[config.mk]
export PLATFORM = sky130hd
export DESIGN_NAME = mdu_divider
export DESIGN_NICKNAME = d
export VERILOG_FILES = /design/src/rtl/mdu_divider.sv
export SDC_FILE = /design/constraint.sdc
export NUM_CORES = 1
export LEC_CHECK = 0
export ABC_AREA = 1
export BUFFER_PORTS_ARGS = -buffer_cell sky130_fd_sc_hd__buf_4
export CORE_ASPECT_RATIO = 1.4
export CORE_MARGIN = 3
export CORE_UTILIZATION = 50
export CTS_CLUSTER_DIAMETER = 80
export DETAILED_ROUTE_END_ITERATION = 16
export GPL_TIMING_DRIVEN = 1
export PLACE_DENSITY_LB_ADDON = 0.1
export SLEW_MARGIN = 20
export SYNTH_ARGS = -nofsm -noshare
export SYNTH_HDL_FRONTEND = slang
export SYNTH_SLANG_ARGS = --single-unit
[constraint.sdc]
create_clock -name clk -period 12.3 [get_ports clk]
set_clock_uncertainty 0.15 [all_clocks]
set_input_delay 0.615 -clock clk [delete_from_list [all_inputs] [get_ports clk]]
set_output_delay 0.615 -clock clk [all_outputs]
set_load 0.1 [all_outputs]
[src/rtl/mdu_divider.sv]
// rtl/mdu_divider.sv - iterative radix-2 restoring divider with start/ready handshake and cancel
module mdu_divider #(
  parameter int WIDTH = 32,
  parameter int CNT_W = $clog2(WIDTH + 1)
) (
  input  logic             clk,
  input  logic             rst,
  input  logic             start_i,
  input  logic             signed_i,
  input  logic             cancel_i,
  input  logic [WIDTH-1:0] dividend_i,
  input  logic [WIDTH-1:0] divisor_i,
  output logic             busy_o,
  output logic             ready_o,
  output logic [WIDTH-1:0] quotient_o,
  output logic [WIDTH-1:0] remainder_o,
  output logic             div_by_zero_o
);

  typedef enum logic [1:0] {S_IDLE, S_RUN, S_FIX, S_DONE} state_t;

  state_t           state_q, state_d;
  logic [CNT_W-1:0] cnt_q, cnt_d;
  logic [WIDTH:0]   prem_q, prem_d;
  logic [WIDTH-1:0] quo_q, quo_d;
  logic [WIDTH-1:0] dvsr_q, dvsr_d;
  logic             neg_quo_q, neg_quo_d;
  logic             neg_rem_q, neg_rem_d;
  logic [WIDTH-1:0] quotient_q, quotient_d;
  logic [WIDTH-1:0] remainder_q, remainder_d;
  logic             dbz_q, dbz_d;

  logic [WIDTH:0]   shifted;
  logic [WIDTH:0]   trial;
  logic             a_neg, b_neg;

  // Next-state and datapath: cancel dominates, start accepted only in IDLE/DONE
  always_comb begin
    state_d     = state_q;
    cnt_d       = cnt_q;
    prem_d      = prem_q;
    quo_d       = quo_q;
    dvsr_d      = dvsr_q;
    neg_quo_d   = neg_quo_q;
    neg_rem_d   = neg_rem_q;
    quotient_d  = quotient_q;
    remainder_d = remainder_q;
    dbz_d       = dbz_q;

    a_neg   = signed_i & dividend_i[WIDTH-1];
    b_neg   = signed_i & divisor_i[WIDTH-1];
    // The remainder stays below the divisor, so its top bit is always zero before the shift.
    shifted = {prem_q[WIDTH-1:0], quo_q[WIDTH-1]};
    trial   = shifted - {1'b0, dvsr_q};

    if (cancel_i) begin
      state_d = S_IDLE;
    end else begin
      case (state_q)
        S_IDLE, S_DONE: begin
          state_d = S_IDLE;
          if (start_i) begin
            neg_quo_d = a_neg ^ b_neg;
            neg_rem_d = a_neg;
            quo_d     = a_neg ? -dividend_i : dividend_i;
            dvsr_d    = b_neg ? -divisor_i : divisor_i;
            prem_d    = '0;
            cnt_d     = '0;
            if (divisor_i == '0) begin
              quotient_d  = '1;
              remainder_d = dividend_i;
              dbz_d       = 1'b1;
              state_d     = S_DONE;
            end else begin
              state_d = S_RUN;
            end
          end
        end
        S_RUN: begin
          if (!trial[WIDTH]) begin
            prem_d = trial;
            quo_d  = {quo_q[WIDTH-2:0], 1'b1};
          end else begin
            prem_d = shifted;
            quo_d  = {quo_q[WIDTH-2:0], 1'b0};
          end
          cnt_d = cnt_q + 1'b1;
          if (cnt_q == CNT_W'(WIDTH - 1)) state_d = S_FIX;
        end
        S_FIX: begin
          quotient_d  = neg_quo_q ? -quo_q : quo_q;
          remainder_d = neg_rem_q ? -prem_q[WIDTH-1:0] : prem_q[WIDTH-1:0];
          dbz_d       = 1'b0;
          state_d     = S_DONE;
        end
        default: state_d = S_IDLE;
      endcase
    end
  end

  // State and result registers
  always_ff @(posedge clk or posedge rst) begin
    if (rst) begin
      state_q     <= S_IDLE;
      cnt_q       <= '0;
      prem_q      <= '0;
      quo_q       <= '0;
      dvsr_q      <= '0;
      neg_quo_q   <= 1'b0;
      neg_rem_q   <= 1'b0;
      quotient_q  <= '0;
      remainder_q <= '0;
      dbz_q       <= 1'b0;
    end else begin
      state_q     <= state_d;
      cnt_q       <= cnt_d;
      prem_q      <= prem_d;
      quo_q       <= quo_d;
      dvsr_q      <= dvsr_d;
      neg_quo_q   <= neg_quo_d;
      neg_rem_q   <= neg_rem_d;
      quotient_q  <= quotient_d;
      remainder_q <= remainder_d;
      dbz_q       <= dbz_d;
    end
  end

  assign busy_o        = (state_q == S_RUN) || (state_q == S_FIX);
  assign ready_o       = (state_q == S_DONE);
  assign quotient_o    = quotient_q;
  assign remainder_o   = remainder_q;
  assign div_by_zero_o = dbz_q;

endmodule
After elaboration in Yosys (flattened, before gate mapping)
Index checks and enable logic that the tools add are counted.
{ "totals": {"regBits": 171, "in_bits": 69, "out_inout_bits": 67} }
{ "op_classes": {"n_addsub": 6, "n_eq_ne": 7, "mux": 26, "n_bitwise": 4, "reduce_logical": 9} }
{ "ops": {"columns": ["operator", "count"], "rows": [
  ["$mux 32", 11],
  ["$pmux 32 s2", 4],
  ["$neg 32->32", 4],
  ["$sub 33x32->33", 1],
  ["$logic_not 32->1", 1],
  ["$pmux 6 s2", 1],
  ["$mux 2", 4],
  ["$add 6x1->6 const B", 1],
  ["$eq 6x5->1 const B", 1],
  ["$mux 6", 1],
  ["$pmux 2 s3", 1],
  ["$reduce_and 3->1", 2],
  ["$eq 2x2->1 const B", 2],
  ["$ne 2x2->1 const B", 2],
  ["$reduce_and 4->1", 1],
  ["$reduce_bool 2->1", 2],
  ["$mux 1", 3],
  ["$ne 3x3->1 const B", 1],
  ["$and 1x1->1", 2],
  ["$eq 2x1->1 const B", 1],
  ["$logic_not 2->1", 1],
  ["$pmux 1 s2", 1],
  ["$reduce_or 2->1", 1],
  ["$logic_or 1x1->1", 1],
  ["2 further kinds", 2]
]} }

Longest topological paths before layout
{ "depth": {"word_depth": 5, "mapped_depth": 18, "ltp_nobuf": 17} }

Worst setup path after synthesis
OpenSTA, ideal clock, no wires.
{ "synth_path": {"path_type": "register to register", "startpoint": "register state_q[0]", "endpoint": "register prem_q[10]", "setup_time_ns": 0.066, "arrival_time_ns": 2.496, "t_required_ns": 12.084, "setup_slack_ns": 9.588, "stages_incl_launch_ff": 12, "period_less_slack_ns": 2.712, "path_cell_list": "dfrtp_1 > inv_1 > ha_1 > inv_1 > o21ai_1 > inv_2 > nand2_1 > buf_4 > nor2_4 > clkbuf_1 > nand3_1 > nand2_1"} }
{ "synth_via": {"elab_chain_cells": 4, "word_cells_on_any_way": 8, "cone_classes": "eq/ne: 3; mux: 1; reduce/logical: 4"} }
{ "synth_lines": {"columns": ["item", "line", "text"], "rows": [
  ["start: declaration", "22", "state_t state_q, state_d;"],
  ["start signal: assignment", "115", "state_q <= state_d;"],
  ["$eq 2x2->1 / $logic_not 2->1 (equally long branches)", "59", "case (state_q)"],
  ["$reduce_or 2->1", "59", null],
  ["$ne 2x2->1 (no line) / $reduce_bool 2->1 (equally long branches)", null, null],
  ["$reduce_and 3->1 (no line)", null, null],
  ["end signal: assignment", "117", "prem_q <= prem_d;"],
  ["end: declaration", "24", "logic [WIDTH:0] prem_q, prem_d;"]
]} }
Several ways; a longest one is shown, not always the timed one.
A chain may end at the register's enable or synchronous reset.

Worst setup path after layout
{ "layout_path": {"startpoint": "register state_q[0]", "endpoint": "register cnt_q[2]"} }
{ "layout_via": {"elab_chain_cells": 4, "word_cells_on_any_way": 8, "cone_classes": "eq/ne: 3; mux: 1; reduce/logical: 4"} }
{ "layout_lines": {"columns": ["item", "line", "text"], "rows": [
  ["$eq 2x2->1 / $logic_not 2->1 (equally long branches)", "59", null],
  ["$reduce_or 2->1", "59", null],
  ["$ne 2x2->1 (no line) / $reduce_bool 2->1 (equally long branches)", null, null],
  ["$reduce_and 3->1 (no line)", null, null],
  ["end signal: assignment", "116", "cnt_q <= cnt_d;"],
  ["end: declaration", "23", "logic [CNT_W-1:0] cnt_q, cnt_d;"]
]} }
Several ways; a longest one is shown, not always the timed one.

==> results.sh <==
export IMPL_synthArstFlopShare=1.000
export IMPL_hp_class="primary input to async pin"
export IMPL_ant_nets=0
export IMPL_final_layout_size_suffix_gt1_frac=0.1051
export IMPL_grt_pass1_wl_um=70470
export IMPL_tightest_slew_ns=0.9672
export IMPL_die_w_um=145.7
export IMPL_cp_data_required_time_ns=12.52
export IMPL_power_leakage_nw=8.517
export IMPL_cpLargestDelayFamily="buffers and inverters"
export IMPL_relSlewSlack=0.3552
export IMPL_wl_um=44620
export IMPL_period_share=0.3304
export IMPL_portBuffers=135
export IMPL_nFillCells=2692
export IMPL_pwr_share_seq=0.255
export IMPL_initial_core_util=0.5146
export IMPL_setup_ws_ns=8.236
export IMPL_power_mw=3.579
export IMPL_reg2reg_depth=10
export IMPL_worstSetupPathType="register to register"
export IMPL_synthMuxAreaShare=0
export IMPL_end_kind="register"
export IMPL_fp_dieH_um=201.6
export IMPL_htree_levels=4
export IMPL_cp_max_fo=64
export IMPL_nets=2342
export IMPL_syn_num_nets=2241
export IMPL_cp_cell_sequence="inv_1, ha_1, inv_1, nand2_2, buf_4, nor2_1, buf_4, inv_1, o21ai_0, a21oi_1"
export IMPL_dr_pass1_iters=7
export IMPL_setup_tns_final_ns=0
export IMPL_cp_buffers_inverters=5
export IMPL_fmax_mhz=246.1
export IMPL_synth_enable_flop_cells=0
export IMPL_rsz0062_at_grt="no"
export IMPL_synth_simple_area_share=0.3719
export IMPL_drt_iter0_drc=811
export IMPL_grt_overflow=0
export IMPL_syn_to_final_growth_pct=13.34
export IMPL_critPathArrivalTime_ns=4.28
export IMPL_synth_compound_area_frac=0.1065
export IMPL_drc=0
export IMPL_place_congestion=0.9682
export IMPL_ys_ff_latch=171
export IMPL_cts_sinks=171
export IMPL_cts_root_buf="clkbuf_16"
export IMPL_path_depth=10
export IMPL_via_per_inst=5.265
export IMPL_grt_max_degree=100
export IMPL_synth_most_common_cell="nand2_1"
export IMPL_cts_made_buffers=17
export IMPL_cp_slowest_cell="ha_1"
export IMPL_synth_top_family_by_area="simple AND/OR/NAND/NOR gates"
export IMPL_max_stage_delay_ns=0.63
export IMPL_finalCriticalPeriod_ns=4.064
export IMPL_post_place_ws_ns=8.240
export IMPL_core_area_sq_um=26540
export IMPL_ys_warnings_count=0
export IMPL_pwr_share_comb=0.588
export IMPL_postCtsSetupBuffers=0
export IMPL_synthCells=2131
export IMPL_p_sw_frac=0.5538
export IMPL_status="finished, final reports clean"
export IMPL_ys_seq_area_frac=0.3133
export IMPL_finalSetupViolCount=0
export IMPL_fin_util=0.5833
export IMPL_reg2reg_from="state_q[0]$_DFFE_PP0P_"
export IMPL_design_area_sq_um=15480
export IMPL_power_internal_mw=1.597
export IMPL_ys_types=50
export IMPL_synth_avg_cell_area_sq_um=6.409
export IMPL_r2r_setup_slack_ns=8.24
export IMPL_n_antenna_cell=0
export IMPL_path_clk_slew_ns=0.07
export IMPL_power_density_nw_per_um2=231.2
export IMPL_rows=70
export IMPL_cts_tree="done"
export IMPL_path_common_cell="inv_1"
export IMPL_grt_pass1_vias=13480
export IMPL_p_switching_mw=1.982
export IMPL_via_count=13720
export IMPL_cts_buffer_depth=2
export IMPL_clock_latency_ns=0.45
export IMPL_ios=136
export IMPL_place_area_sq_um=14880
export IMPL_synth_flop_cell="dfrtp_1"
export IMPL_synth_area_leaders="dfrtp_1, nand2_1, inv_1"
export IMPL_hold_viol_final=0
export IMPL_synth_xor_area_share=0.05964
export IMPL_yosysTopAreaCellShare=0.3133
export IMPL_antenna_found_initial=0
export IMPL_synth_area_sq_um=13660
export IMPL_irDropWorstVdd_uv=149.8
export IMPL_dieArea_sq_um=29360
export IMPL_synth_top_area_cell="dfrtp_1"
export IMPL_cp_start_kind="register"
export IMPL_maxCapViolCount=0
export IMPL_dpl_hpwl_um=35660
export IMPL_startpoint="state_q[0]$_DFFE_PP0P_"
export IMPL_wl_per_cell_um=17.13
export IMPL_yosys_area_share_adder=0.03811
export IMPL_clkPwrFrac=0.157
export IMPL_report_final_slew_viol_count=0
export IMPL_grtUsageTotal=0.3046
export IMPL_synth_common_cells="nand2_1, inv_1, nor2_1"
export IMPL_holdBufCountCts=0
export IMPL_post_cts_resized=0
## flip-flops by register name, summed over array words and instances, names as in the netlist
register,flops
remainder_o,32
prem_q,32
state_q,2
neg_rem_q,1
dvsr_q,32
neg_quo_q,1
div_by_zero_o,1
quotient_o,32
cnt_q,6
quo_q,32
## layer usage
layer	global-route usage	vias up	share of wire	routed length, um
met4	0.2383	0	0.087	3887
met3	0.02974	155	0.036	1617
li1	-	6935	-	-
met5	0	-	0	0
met2	0.5655	408	0.52	23160
met1	0.3089	6218	0.36	15950
## area by class of cell
class | count | area, sq um | area share
Multi-Input combinational cell | 1583 | 7875 | 0.5088
Clock buffer | 18 | 439.2 | 0.02837
Sequential cell | 171 | 4279 | 0.2765
Timing Repair Buffer | 144 | 1081 | 0.06984
Inverter | 315 | 1197 | 0.07736
Clock inverter | 14 | 156.4 | 0.01010
Tap cell | 360 | 450.4 | 0.02910
## worst paths after layout
path / to
setup reg to reg: cnt_q[2]$_DFFE_PP0P_
hold reg to reg: quotient_o[21]$_DFFE_PP0P_
setup / recovery: cnt_q[2]$_DFFE_PP0P_
min in group clk: quo_q[0]$_DFFE_PP0P_
hold / removal: quotient_o[5]$_DFFE_PP0P_
max in group asynchronous: prem_q[23]$_DFFE_PP0P_
## cells in the final DEF, fill, tap and decap left out, types with 3 or more instances in the layout
master,synthesis,routed
a21oi_1,61,61
a21oi_2,15,15
a22oi_1,21,21
and2_1,4,4
buf_4,6,144
clkbuf_16,0,17
clkinv_4,2,3
clkinvlp_4,0,3
dfrtp_1,171,171
ha_1,40,40
inv_1,307,306
inv_2,5,5
inv_6,0,6
nand2_1,671,670
nand2_2,5,6
nand2_4,6,6
nand3_1,187,187
nand3_2,3,3
nand3b_1,5,5
nand4_1,30,30
nor2_1,244,244
nor2_2,3,3
nor2_4,4,4
nor3_1,28,27
o211ai_1,6,6
o21ai_0,102,102
o21ai_1,8,8
o21bai_1,6,6
o221ai_1,11,11
o31ai_1,5,5
or2_2,7,7
xnor2_1,20,20
xor2_1,73,73
## logic make-up after synthesis
family | Yosys count
buffers and inverters | 377
DFF | 171
AOI/OAI and AO/OA | 245
and+or+nand+nor | 1204
adders and majority gates | 41
xor gates and xnor gates | 93
## metrics by stage
| step | hold WS, ns | instances |
|---|---|---|
| 2_1_floorplan | 0.2989 | 2131 |
| 3_3_place_gp | 0.3098 | 2573 |
| 3_5_place_dp | 0.3152 | 2573 |
| 4_1_cts | 0.2363 | 2605 |
| 5_1_grt | 0.2735 | 2605 |
| 6_report | 0.2138 | 2605 |
## worst register-to-register path, cell delays in order (launching register included)
cell and delay, ns:
dfrtp_1 0.40, inv_1 0.08, ha_1 0.63, inv_1 0.61, nand2_2 0.26, buf_4 0.59, nor2_1 0.11, buf_4 0.21
inv_1 0.56, o21ai_0 0.21, a21oi_1 0.17
## power groups by stage
| stage | Clock (mW) | Combinational (mW) | Sequential, mW |
|---|---|---|---|
| 2_1_floorplan | 0 | 0.973 | 1.55 |
| 3_3_place_gp | 0 | 2.08 | 0.916 |
| 3_5_place_dp | 0 | 2.10 | 0.922 |
| 4_1_cts | 0.569 | 2.10 | 0.912 |
| 5_1_grt | 0.592 | 2.28 | 0.945 |
| 6_report | 0.562 | 2.10 | 0.913 |
Power figures use the tool's default switching activity.
